**src/rtl/shift_add_multiplier.sv**
```systemverilog
`default_nettype none
// ============================================================================
// Module      : shift_add_multiplier
// Description : Sequential unsigned shift-add multiply/accumulate for one PE,
//               feeding the partial-product and final-data registers.
// Revision    : 1.0 - initial release
// ============================================================================
module shift_add_multiplier #(
  parameter int DATA_WIDTH = 8
) (
  input  logic                    clk,
  input  logic                    reset,
  input  logic                    start,
  input  logic                    acc_clr,
  input  logic [DATA_WIDTH-1:0]   op_a,
  input  logic [DATA_WIDTH-1:0]   op_b,
  output logic                    busy,
  output logic [2*DATA_WIDTH-1:0] pp_data,
  output logic                    pp_cin,
  output logic                    en_PPReg,
  output logic [2*DATA_WIDTH:0]   fd_data,
  output logic                    en_FDReg,
  output logic                    done
);

  localparam int c_CNT_W = (DATA_WIDTH > 1) ? $clog2(DATA_WIDTH) : 1;
  localparam int c_PW    = 2 * DATA_WIDTH;

  localparam logic [1:0] c_IDLE  = 2'd0;
  localparam logic [1:0] c_ITER  = 2'd1;
  localparam logic [1:0] c_FINAL = 2'd2;

  logic [1:0]            r_state;
  logic [1:0]            w_state_nxt;

  logic [DATA_WIDTH-1:0] r_a,       w_a_nxt;
  logic [DATA_WIDTH-1:0] r_b,       w_b_nxt;
  logic [c_PW:0]         r_acc,     w_acc_nxt;
  logic [c_CNT_W-1:0]    r_cnt,     w_cnt_nxt;
  logic                  r_busy,    w_busy_nxt;
  logic [c_PW-1:0]       r_pp_data, w_pp_data_nxt;
  logic                  r_pp_cin,  w_pp_cin_nxt;
  logic                  r_en_pp,   w_en_pp_nxt;
  logic [c_PW:0]         r_fd_data, w_fd_data_nxt;
  logic                  r_en_fd,   w_en_fd_nxt;
  logic                  r_done,    w_done_nxt;

  logic [c_PW-1:0]       w_addend;
  logic [c_PW:0]         w_sum;
  logic                  w_last;

  // Multiplier bit selects whether the shifted multiplicand joins the sum
  assign w_addend = r_b[r_cnt] ? ({{DATA_WIDTH{1'b0}}, r_a} << r_cnt) : '0;
  assign w_sum    = {1'b0, r_acc[c_PW-1:0]} + {1'b0, w_addend};
  assign w_last   = (r_cnt == c_CNT_W'(DATA_WIDTH - 1));

  // State and all datapath/output registers
  always_ff @(posedge clk or posedge reset) begin
    if (reset) begin
      r_state   <= c_IDLE;
      r_a       <= '0;
      r_b       <= '0;
      r_acc     <= '0;
      r_cnt     <= '0;
      r_busy    <= 1'b0;
      r_pp_data <= '0;
      r_pp_cin  <= 1'b0;
      r_en_pp   <= 1'b0;
      r_fd_data <= '0;
      r_en_fd   <= 1'b0;
      r_done    <= 1'b0;
    end else begin
      r_state   <= w_state_nxt;
      r_a       <= w_a_nxt;
      r_b       <= w_b_nxt;
      r_acc     <= w_acc_nxt;
      r_cnt     <= w_cnt_nxt;
      r_busy    <= w_busy_nxt;
      r_pp_data <= w_pp_data_nxt;
      r_pp_cin  <= w_pp_cin_nxt;
      r_en_pp   <= w_en_pp_nxt;
      r_fd_data <= w_fd_data_nxt;
      r_en_fd   <= w_en_fd_nxt;
      r_done    <= w_done_nxt;
    end
  end

  always_comb begin
    w_state_nxt = r_state;
    case (r_state)
      c_IDLE:  if (start) w_state_nxt = c_ITER;
      c_ITER:  if (w_last) w_state_nxt = c_FINAL;
      c_FINAL: w_state_nxt = c_IDLE;
      default: w_state_nxt = c_IDLE;
    endcase
  end

  always_comb begin
    w_a_nxt       = r_a;
    w_b_nxt       = r_b;
    w_acc_nxt     = r_acc;
    w_cnt_nxt     = r_cnt;
    w_busy_nxt    = r_busy;
    w_pp_data_nxt = r_pp_data;
    w_pp_cin_nxt  = r_pp_cin;
    w_en_pp_nxt   = 1'b0;
    w_fd_data_nxt = r_fd_data;
    w_en_fd_nxt   = 1'b0;
    w_done_nxt    = 1'b0;
    case (r_state)
      c_IDLE: begin
        if (start) begin
          w_a_nxt    = op_a;
          w_b_nxt    = op_b;
          w_cnt_nxt  = '0;
          w_busy_nxt = 1'b1;
          if (acc_clr) w_acc_nxt = '0;
        end
      end
      c_ITER: begin
        // Carry beyond the product width is kept only as a sticky flag
        w_acc_nxt     = {r_acc[c_PW] | w_sum[c_PW], w_sum[c_PW-1:0]};
        w_pp_data_nxt = w_sum[c_PW-1:0];
        w_pp_cin_nxt  = w_sum[c_PW];
        w_en_pp_nxt   = 1'b1;
        w_cnt_nxt     = r_cnt + 1'b1;
      end
      c_FINAL: begin
        w_fd_data_nxt = r_acc;
        w_en_fd_nxt   = 1'b1;
        w_done_nxt    = 1'b1;
        w_busy_nxt    = 1'b0;
      end
      default: begin
        w_busy_nxt = 1'b0;
      end
    endcase
  end

  assign busy     = r_busy;
  assign pp_data  = r_pp_data;
  assign pp_cin   = r_pp_cin;
  assign en_PPReg = r_en_pp;
  assign fd_data  = r_fd_data;
  assign en_FDReg = r_en_fd;
  assign done     = r_done;

endmodule
`default_nettype wire
```
**config.mk**
```make
export PLATFORM = sky130hd
export DESIGN_NAME = shift_add_multiplier
export DESIGN_NICKNAME = d
export VERILOG_FILES = /design/src/rtl/shift_add_multiplier.sv
export SDC_FILE = /design/constraint.sdc
export NUM_CORES = 1
export LEC_CHECK = 0
export ABC_AREA = 1
export BUFFER_PORTS_ARGS = -buffer_cell sky130_fd_sc_hd__buf_2
export CORE_MARGIN = 4
export CORE_UTILIZATION = 45
export DETAILED_ROUTE_END_ITERATION = 16
export PLACE_DENSITY = 0.73
export REMOVE_ABC_BUFFERS = 1
export SLEW_MARGIN = 20
export SYNTH_ARGS = -nofsm -noshare
export SYNTH_HDL_FRONTEND = slang
export SYNTH_SLANG_ARGS = --single-unit
```
**constraint.sdc**
```tcl
create_clock -name clk -period 3.29 [get_ports clk]
set_input_delay 0.329 -clock clk [delete_from_list [all_inputs] [get_ports clk]]
set_output_delay 0.329 -clock clk [all_outputs]
set_load 0.05 [all_outputs]
```
Word-level counts from Yosys, hierarchy flattened
Index checks and enable logic that the tools add are counted.
W data, S select, Z words.
{"block": "totals", "wordCells": 45, "ff_bits": 75, "out_inout_bits": 38}
{"block": "classes", "addsub": 2, "shift": 1, "reduce_logical": 7, "eq_ne": 6, "n_bitwise": 2, "mux": 15, "magnitude_cmp": 1}
{"cell": "$mux W17", "n": 2}
{"cell": "$pmux W17 S2", "n": 1}
{"cell": "$add A16 B16 Y17", "n": 1}
{"cell": "$mux W16", "n": 1}
{"cell": "$shl A8 B3 Y16", "n": 1}
{"cell": "$reduce_and A2 Y1", "n": 4}
{"cell": "$ne A2 B2 Y1 const B", "n": 3}
{"cell": "$pmux W3 S2", "n": 1}
{"cell": "$lt A3 B4 Y1 const B", "n": 1}
{"cell": "$mux W1", "n": 4}
{"cell": "$mux W2", "n": 2}
{"cell": "$pmux W2 S2", "n": 1}
{"cell": "$add A3 B1 Y3 const B", "n": 1}
{"cell": "$bmux W1 S3", "n": 1}
{"cell": "$eq A3 B3 Y1 const B", "n": 1}
{"cell": "$mux W3", "n": 1}
{"cell": "$reduce_and A3 Y1", "n": 1}
{"cell": "$eq A2 B1 Y1 const B", "n": 1}
{"cell": "$eq A2 B2 Y1 const B", "n": 1}
{"cell": "$logic_not A2 Y1", "n": 1}
{"cell": "$pmux W1 S2", "n": 1}
{"cell": "$reduce_bool A2 Y1", "n": 1}
{"cell": "$not A1 Y1", "n": 1}
{"cell": "$or A1 B1 Y1", "n": 1}

Depth between registers and ports, before layout
Gate-level depths: netlist of the first run.
{"block": "depth", "word_depth": 6, "depth_mapped": 20}

Least setup slack after synthesis of the first run
OpenSTA, ideal clock, no wires.
{"block": "synth_timing", "path_kind": "register to register", "start": "register r_cnt[0]", "end": "register r_acc[16]", "setup_time_ps": 117, "stages_incl_launch_ff": 18, "path_slack_ps": 959, "t_arrival_ps": 2214, "synth_period_minus_slack_ps": 2331, "required_ps": 3173, "path_cell_list": "dfrtp_1 -> buf_4 -> buf_6 -> nor2_1 -> o22ai_1 -> nand2_1 -> nor3_1 -> ha_1 -> fa_1 -> nand2_1 -> nand2_1 -> and2_1 -> nand2_1 -> nand2_1 -> nand2_1 -> nand3_1 -> nand2_1 -> nand2_1"}
{"block": "synth_via", "elab_chain_len": 6, "elab_cells_between_ends": 7, "cone_classes": "add/sub: 1; shift: 1; mux: 4; bitwise: 1"}
{"element": "start, declared", "line": "39", "rtl": "logic [c_CNT_W-1:0] r_cnt, w_cnt_nxt;"}
{"element": "start signal, assigned", "line": "77", "rtl": "r_cnt <= w_cnt_nxt;"}
{"element": "$bmux W1 S3", "line": "53", "rtl": "assign w_addend = r_b[r_cnt] ? ({{DATA_WIDTH{1'b0}}, r_a} << r_cnt) : '0;"}
{"element": "$mux W1 (implied by the code)", "line": "53"}
{"element": "$mux W16 (*)", "line": "53"}
{"element": "$add A16 B16 Y17 (*)", "line": "54", "rtl": "assign w_sum = {1'b0, r_acc[c_PW-1:0]} + {1'b0, w_addend};"}
{"element": "$or A1 B1 Y1 (*)", "line": "122", "rtl": "w_acc_nxt = {r_acc[c_PW] | w_sum[c_PW], w_sum[c_PW-1:0]};"}
{"element": "$pmux W17 S2 (*)", "line": "110", "rtl": "case (r_state)"}
{"element": "end signal, assigned", "line": "76", "rtl": "r_acc <= w_acc_nxt;"}
{"element": "end, declared", "line": "38", "rtl": "logic [c_PW:0] r_acc, w_acc_nxt;"}
Every way passes the cells marked *; elsewhere a longest branch is shown, timed or not. The select of a mux whose other input is x is not followed.
A chain may end at the register's enable or synchronous reset.

Worst setup path after layout of the first run
Ends and elaborated chain as after synthesis.

==> metrics, run 1 <==
outcome=complete, no violations; Achievable Freq=359 MHz; Post-CTS Setup Inserts=0; R2R depth=16; ANT cells=0; CTS Buf Count=9; Root Driver=clkbuf_8; share of layout cells above drive strength 1=0.152; Yosys cell types=32; critical path class=reg2reg; setup TNS=0 ns; Post-Syn Instances=562; Crit. End Element=flop; Final Setup Violations=0; Starting Density=0.467; Core Area=8850 sq um; period utilization=0.846; Clock Sinks=75; end point of the critical path=r_acc[16]; routed vias/inst=4.80; Max Root-Sink Buffers=2; via count=3517; Iter 0 DRT Violations=137; CTS tree=built; Ports=58; register-to-register path setup slack=0.51 ns; Reg clk slew, reported paths=0.07 ns; Crit path required time=3.53 ns; worst r2r src=r_cnt[0]; first-pass GRT wire length=15700 um; synthesized area=4130 sq um; Avg WL per Cell=12.2 um; fin crit period=2.78 ns; fin. max-slew vios=0; width of the chip=104 um; DR DRC count=0; final wirelength=8930 um; Worst EP arrival=3.02 ns; actual slew at the worst max-slew pin=0.817 ns; Final Skew=0.0102 ns; vias in the first global route=3387; Hold Vio Cnt, Final=0; Remaining Overflow, GRT=0; H-tree levels=3; die area=10800 sq um; Worst setup SP type=flop; hold bufs inserted after CTS=0; EDFF count, synth=0; Post-synth top flop=dfrtp_1; Rel. slew slack=0.454; Ys Warns=0; cells along the critical path=inv_2, o21ai_0, o22ai_1, nand2_1, nor3_1, ha_1, fa_1, nand2_1, nand2_1, and2_1, nand2_1, nand2_1, nand2_1, nand3_1, nand2_1, nand2_1; R2R Path End=r_acc[16]; die height=104 um; FP Rows=34; router iterations before antenna repair=4; #FFs+latches synth=75; Layout area overhead=13.9%; ys async rst share=1.00; Mapped Avg Cell Area=7.35 sq um; Worst path slowest cell=dfrtp_1; combined area of the multi-input logic cells=1900 sq um; initial antenna violation count=0; Final nets=657; # port buffers=57; Crit Path Max Fanout=18; number of fill cells=880; storage element area=1880 sq um; GP Congestion=0.945; Hold Path Class=in2async; HPWL after DPL=6800 um; Max stage delay on crit path=0.63 ns; Worst-Skew Late Latency=0.35 ns; sequential element share of the synthesized area=0.454; most used cell, CP=nand2_1; Overall Global Routing Usage=0.176; antenna-violating nets left=0; # resized after CTS=0; total of max-cap violations=0; post-route core utilization=0.532; RSZ-0062 raised after global routing=false; critical path startpoint=r_cnt[0]; largest net degree at the start of global routing=39
[cells by family after synthesis]
kind of cell / Yosys count / share of synthesized area
DFF: 75 / 0.454
buffers and inverters: 88 / 0.0869
adders and majority gates: 18 / 0.0563
and+or+nand+nor: 306 / 0.297
xor gates and xnor gates: 2 / 0.00424
AOI/OAI and AO/OA: 73 / 0.101
[sequential cells by signal (all words and copies together) (netlist names)]
name      flops
pp_data      16
en_PPReg      1
r_cnt         3
r_acc        17
fd_data      17
busy          1
pp_cin        1
done          1
r_a           8
r_state       2
r_b           8
[cells in the final DEF (no fill, tap or decap), types with 2 or more instances in the layout]
cell | Yosys | routed
a21oi_1 | 13 | 13
and2_1 | 2 | 2
buf_2 | 9 | 57
buf_4 | 2 | 3
clkbuf_8 | 0 | 10
clkinv_2 | 0 | 3
dfrtp_1 | 75 | 75
ha_1 | 17 | 17
inv_1 | 68 | 67
inv_2 | 3 | 4
nand2_1 | 236 | 236
nand3_1 | 19 | 19
nand3b_1 | 3 | 3
nor2_1 | 31 | 31
nor3_1 | 7 | 7
o21ai_0 | 25 | 25
o21ai_1 | 24 | 24
o21ai_2 | 7 | 7
o22ai_2 | 2 | 2
or2_0 | 2 | 2
xor2_1 | 2 | 2
[per-layer routing]
| metal | up-vias | GRT usage | share of wire | routed length, um |
|---|---|---|---|---|
| met5 | - | 0 | 0 | 0 |
| met4 | 0 | 0.0655 | 0.014 | 122 |
| met3 | 10 | 0.0448 | 0.047 | 423 |
| met2 | 75 | 0.271 | 0.44 | 3900 |
| met1 | 1574 | 0.240 | 0.50 | 4480 |
| li1 | 1858 | - | - | - |
[cell usage after synthesis (2+ instances only)]
cell type  number  share of area
and2_1          2         0.0030
clkbuf_1        3         0.0027
dfrtp_1        75           0.45
nor3_1          7         0.0085
o21ai_1        24          0.029
o22ai_2         2         0.0061
nand3b_1        3         0.0054
nor2_1         31          0.028
nand3_1        19          0.023
xor2_1          2         0.0042
inv_2           3         0.0027
a21oi_1        13          0.016
ha_1           17          0.051
o21ai_2         7          0.015
inv_1          68          0.062
nand2_1       236           0.21
buf_2           9          0.011
buf_4           2         0.0036
o21ai_0        25          0.030
or2_0           2         0.0030
[final cells by class]
class                   instances  area share
clock inverters                 5      0.0112
repair buffers                 61      0.0696
inverters                      73      0.0587
clock buffers                  11      0.0300
multi-input cells             399       0.403
well taps                     108      0.0287
flip-flops and latches         75       0.399
[stage by stage]
step | worst slack, ns | hold slack, ns | instances | cell area, sq um
global route | 0.125 | 0.164 | 732 | 4710
finish | 0.508 | 0.135 | 732 | 4710
global placement | 0.612 | 0.459 | 716 | 4510
detailed placement | 0.511 | 0.462 | 716 | 4510
CTS | 0.500 | 0.146 | 732 | 4710
floorplan | 0.822 | 0.439 | 547 | 4050
[worst max-delay path: cells and delay by family, from the launching register on]
family	cells	cell delay (ns)
AND/OR/NAND/NOR	11	0.97
AO/OA/AOI/OAI	2	0.27
buffers and inverters	1	0.16
flip-flops	1	0.63
adder cells (fa/ha/maj)	2	0.62
[how the worst min path moves through the flow]
| stage | startpoint | to | cells past startpoint | slack (ns) |
|---|---|---|---|---|
| after floorplan | op_a[0] | r_a[0] | 2 | 0.44 |
| after global placement | pp_data[6] | pp_data[6] | 2 | 0.46 |
| after detailed placement | fd_data[14] | fd_data[14] | 2 | 0.46 |
| after CTS | reset | r_b[1] | 2 | 0.15 |
| after global routing | op_b[4] | r_b[4] | 3 | 0.16 |
| final | reset | r_b[1] | 2 | 0.14 |
Power of run 1 is left out: the tool's default activity adds up to more than one toggle a clock period on the data nets, which glitch-free logic cannot reach.
==> inputs of run 2 (changes only) <==
Settings changed: PLACE_DENSITY 0.73 to 0.76.
Clock period 3.29 ns to 2.4 ns, I/O delays scaled along.
==> run 2 against run 1 <==
First-iteration DRC count fell by 1.5%. Die area is the same. Setup slack worse by 0.55 ns. Clock skew rose by 0.0028 ns. Critical path type unchanged. The flow now finishes with violations (setup timing). Via count grew 6.3%. Final cell count rose by 4.1%. Register-to-register slack got worse by 0.55 ns.
==> metrics, run 2 (synthesis gave the netlist of run 1 again) <==
outcome=finished, violations left; failing checks=setup timing; Worst EP arrival=2.69 ns; Hold Path Class=in2reg; HP Start=op_a[3]; routed vias/inst=4.91; worst r2r src=r_cnt[0]; Final Worst Setup Slack=-0.0463 ns; CTS Buf Count=9; Max Root-Sink Buffers=2; actual slew at the worst max-slew pin=0.569 ns; HPWL after DPL=7180 um; Top Layer Used=met4; storage element area=1880 sq um; vias in the first global route=3510; Clock Sinks=75; router iterations before antenna repair=4; Achievable Freq=409 MHz; share of layout cells above drive strength 1=0.300; initial antenna violation count=0; # port buffers=57; WHS Endpoint=r_a[3]; cells along the critical path=buf_6, o21ai_0, o21ai_1, nand2_2, nand2_4, o21ai_1, inv_1, ha_4, nand2_1, inv_1, nand3_2, nand2_2, nand2_1, nand2_1, nand2_1, nand3_2, nand2_1; Worst setup SP type=flop; WL met2=4700 um; register-to-register path setup slack=-0.05 ns; FP Rows=34; Avg WL per Cell=13.1 um; Worst-Skew Late Latency=0.36 ns; GP Congestion=0.893; Final Skew=0.0130 ns; die height=104 um; Final nets=687; number of fill cells=764; Starting Density=0.467; final wirelength=9960 um; design area=5280 sq um; Crit path required time=2.64 ns; WHS=0.0802 ns; RSZ-0062 raised after global routing=true; post-route core utilization=0.597; antenna-violating nets left=0; via count=3738; Rel. slew slack=0.620; Layout area overhead=27.8%; critical path class=reg2reg; die area=10800 sq um; total of max-cap violations=0; Crit Path Max Fanout=7; H-tree levels=3; R2R depth=17; CTS tree=built; period utilization=1.02; DR DRC count=0; Root Driver=clkbuf_8; Worst path slowest cell=dfrtp_2; worst hold stages=3; Max stage delay on crit path=0.45 ns; Cell Area, Placed=4700 sq um; Iter 0 DRT Violations=135; Core Area=8850 sq um; most common cell after layout, fill and taps aside=nand2_1; Final Setup Violations=2; combined area of the multi-input logic cells=2200 sq um; Crit. End Element=flop; first-pass GRT wire length=16500 um; Overall Global Routing Usage=0.186; width of the chip=104 um; most used cell, CP=nand2_1; Remaining Overflow, GRT=0; Hold Vio Cnt, Final=0; fin. max-slew vios=0; largest net degree at the start of global routing=28; DRT met1 WL=4690 um; Reg clk slew, reported paths=0.07 ns; DR WL met3=386 um; ANT cells=0; fin crit period=2.45 ns; most frequent cells in the layout=nand2_1, dfrtp_1, inv_1, buf_2, buf_4; R2R Path End=r_acc[13]; Ports=58
[run 2: cell types whose count changed in the layout (fill, tap and decap cells not counted), moves of 6 or more]
cell	before	now
ha_4	0	7
ha_1	17	9
a21oi_2	0	8
a21oi_1	13	5
nand3_1	19	13
buf_4	3	31
nand3_2	0	6
nand2_2	1	25
nand2_1	236	208
[run 2: worst max-delay path by stage]
| stage | start | endpoint | slack [ns] | cells after the start |
|---|---|---|---|---|
| finish | r_cnt[0] | r_acc[13] | -0.05 | 17 |
| global route | r_cnt[0] | r_acc[13] | -0.16 | 18 |
| CTS | r_cnt[0] | pp_data[10] | 0.004 | 14 |
| detailed placement | r_cnt[0] | r_acc[15] | -0.09 | 17 |
| global placement | r_cnt[0] | pp_data[15] | -0.03 | 16 |
| floorplan | r_cnt[0] | r_acc[16] | -0.07 | 16 |
[run 2: cell type report]
| class | instances | share of cell area |
|---|---|---|
| multi-input cells | 399 | 0.416 |
| clock buffers | 11 | 0.0268 |
| inverters | 73 | 0.0528 |
| repair buffers | 91 | 0.104 |
| flip-flops and latches | 75 | 0.356 |
| well taps | 108 | 0.0256 |
| clock inverters | 5 | 0.0190 |
[run 2: critical path: cells and delay by family, from the launching register on]
family	cells	cell delay (ns)
simple gates	10	0.95
flops	1	0.45
compound gates	3	0.33
buf+inv	3	0.31
fa+ha+maj	1	0.29
[run 2: layer usage]
metal  global-route usage  vias to the layer above
met5                    0                        -
met4               0.0627                        0
met1                0.249                     1732
li1                     -                     1919
met3               0.0367                       12
met2                0.302                       75
[run 2: stage by stage]
step	instances	setup slack [ns]	TNS [ns]
floorplan	547	-0.0684	-0.200
global placement	742	-0.0340	-0.157
detailed placement	742	-0.0894	-0.611
CTS	759	0.00381	0
global route	762	-0.162	-2.63
finish	762	-0.0463	-0.0823
[run 2: timing repair]
item	CTS	global route
buffers inserted	0	3
gates cloned	0	0
endpoints found under the hold margin	21	0
setup endpoints to repair	19	26
hold buffers	1	0
gates resized for setup	23	60
pin swaps	15	25
Power of run 2 is left out for the same reason.
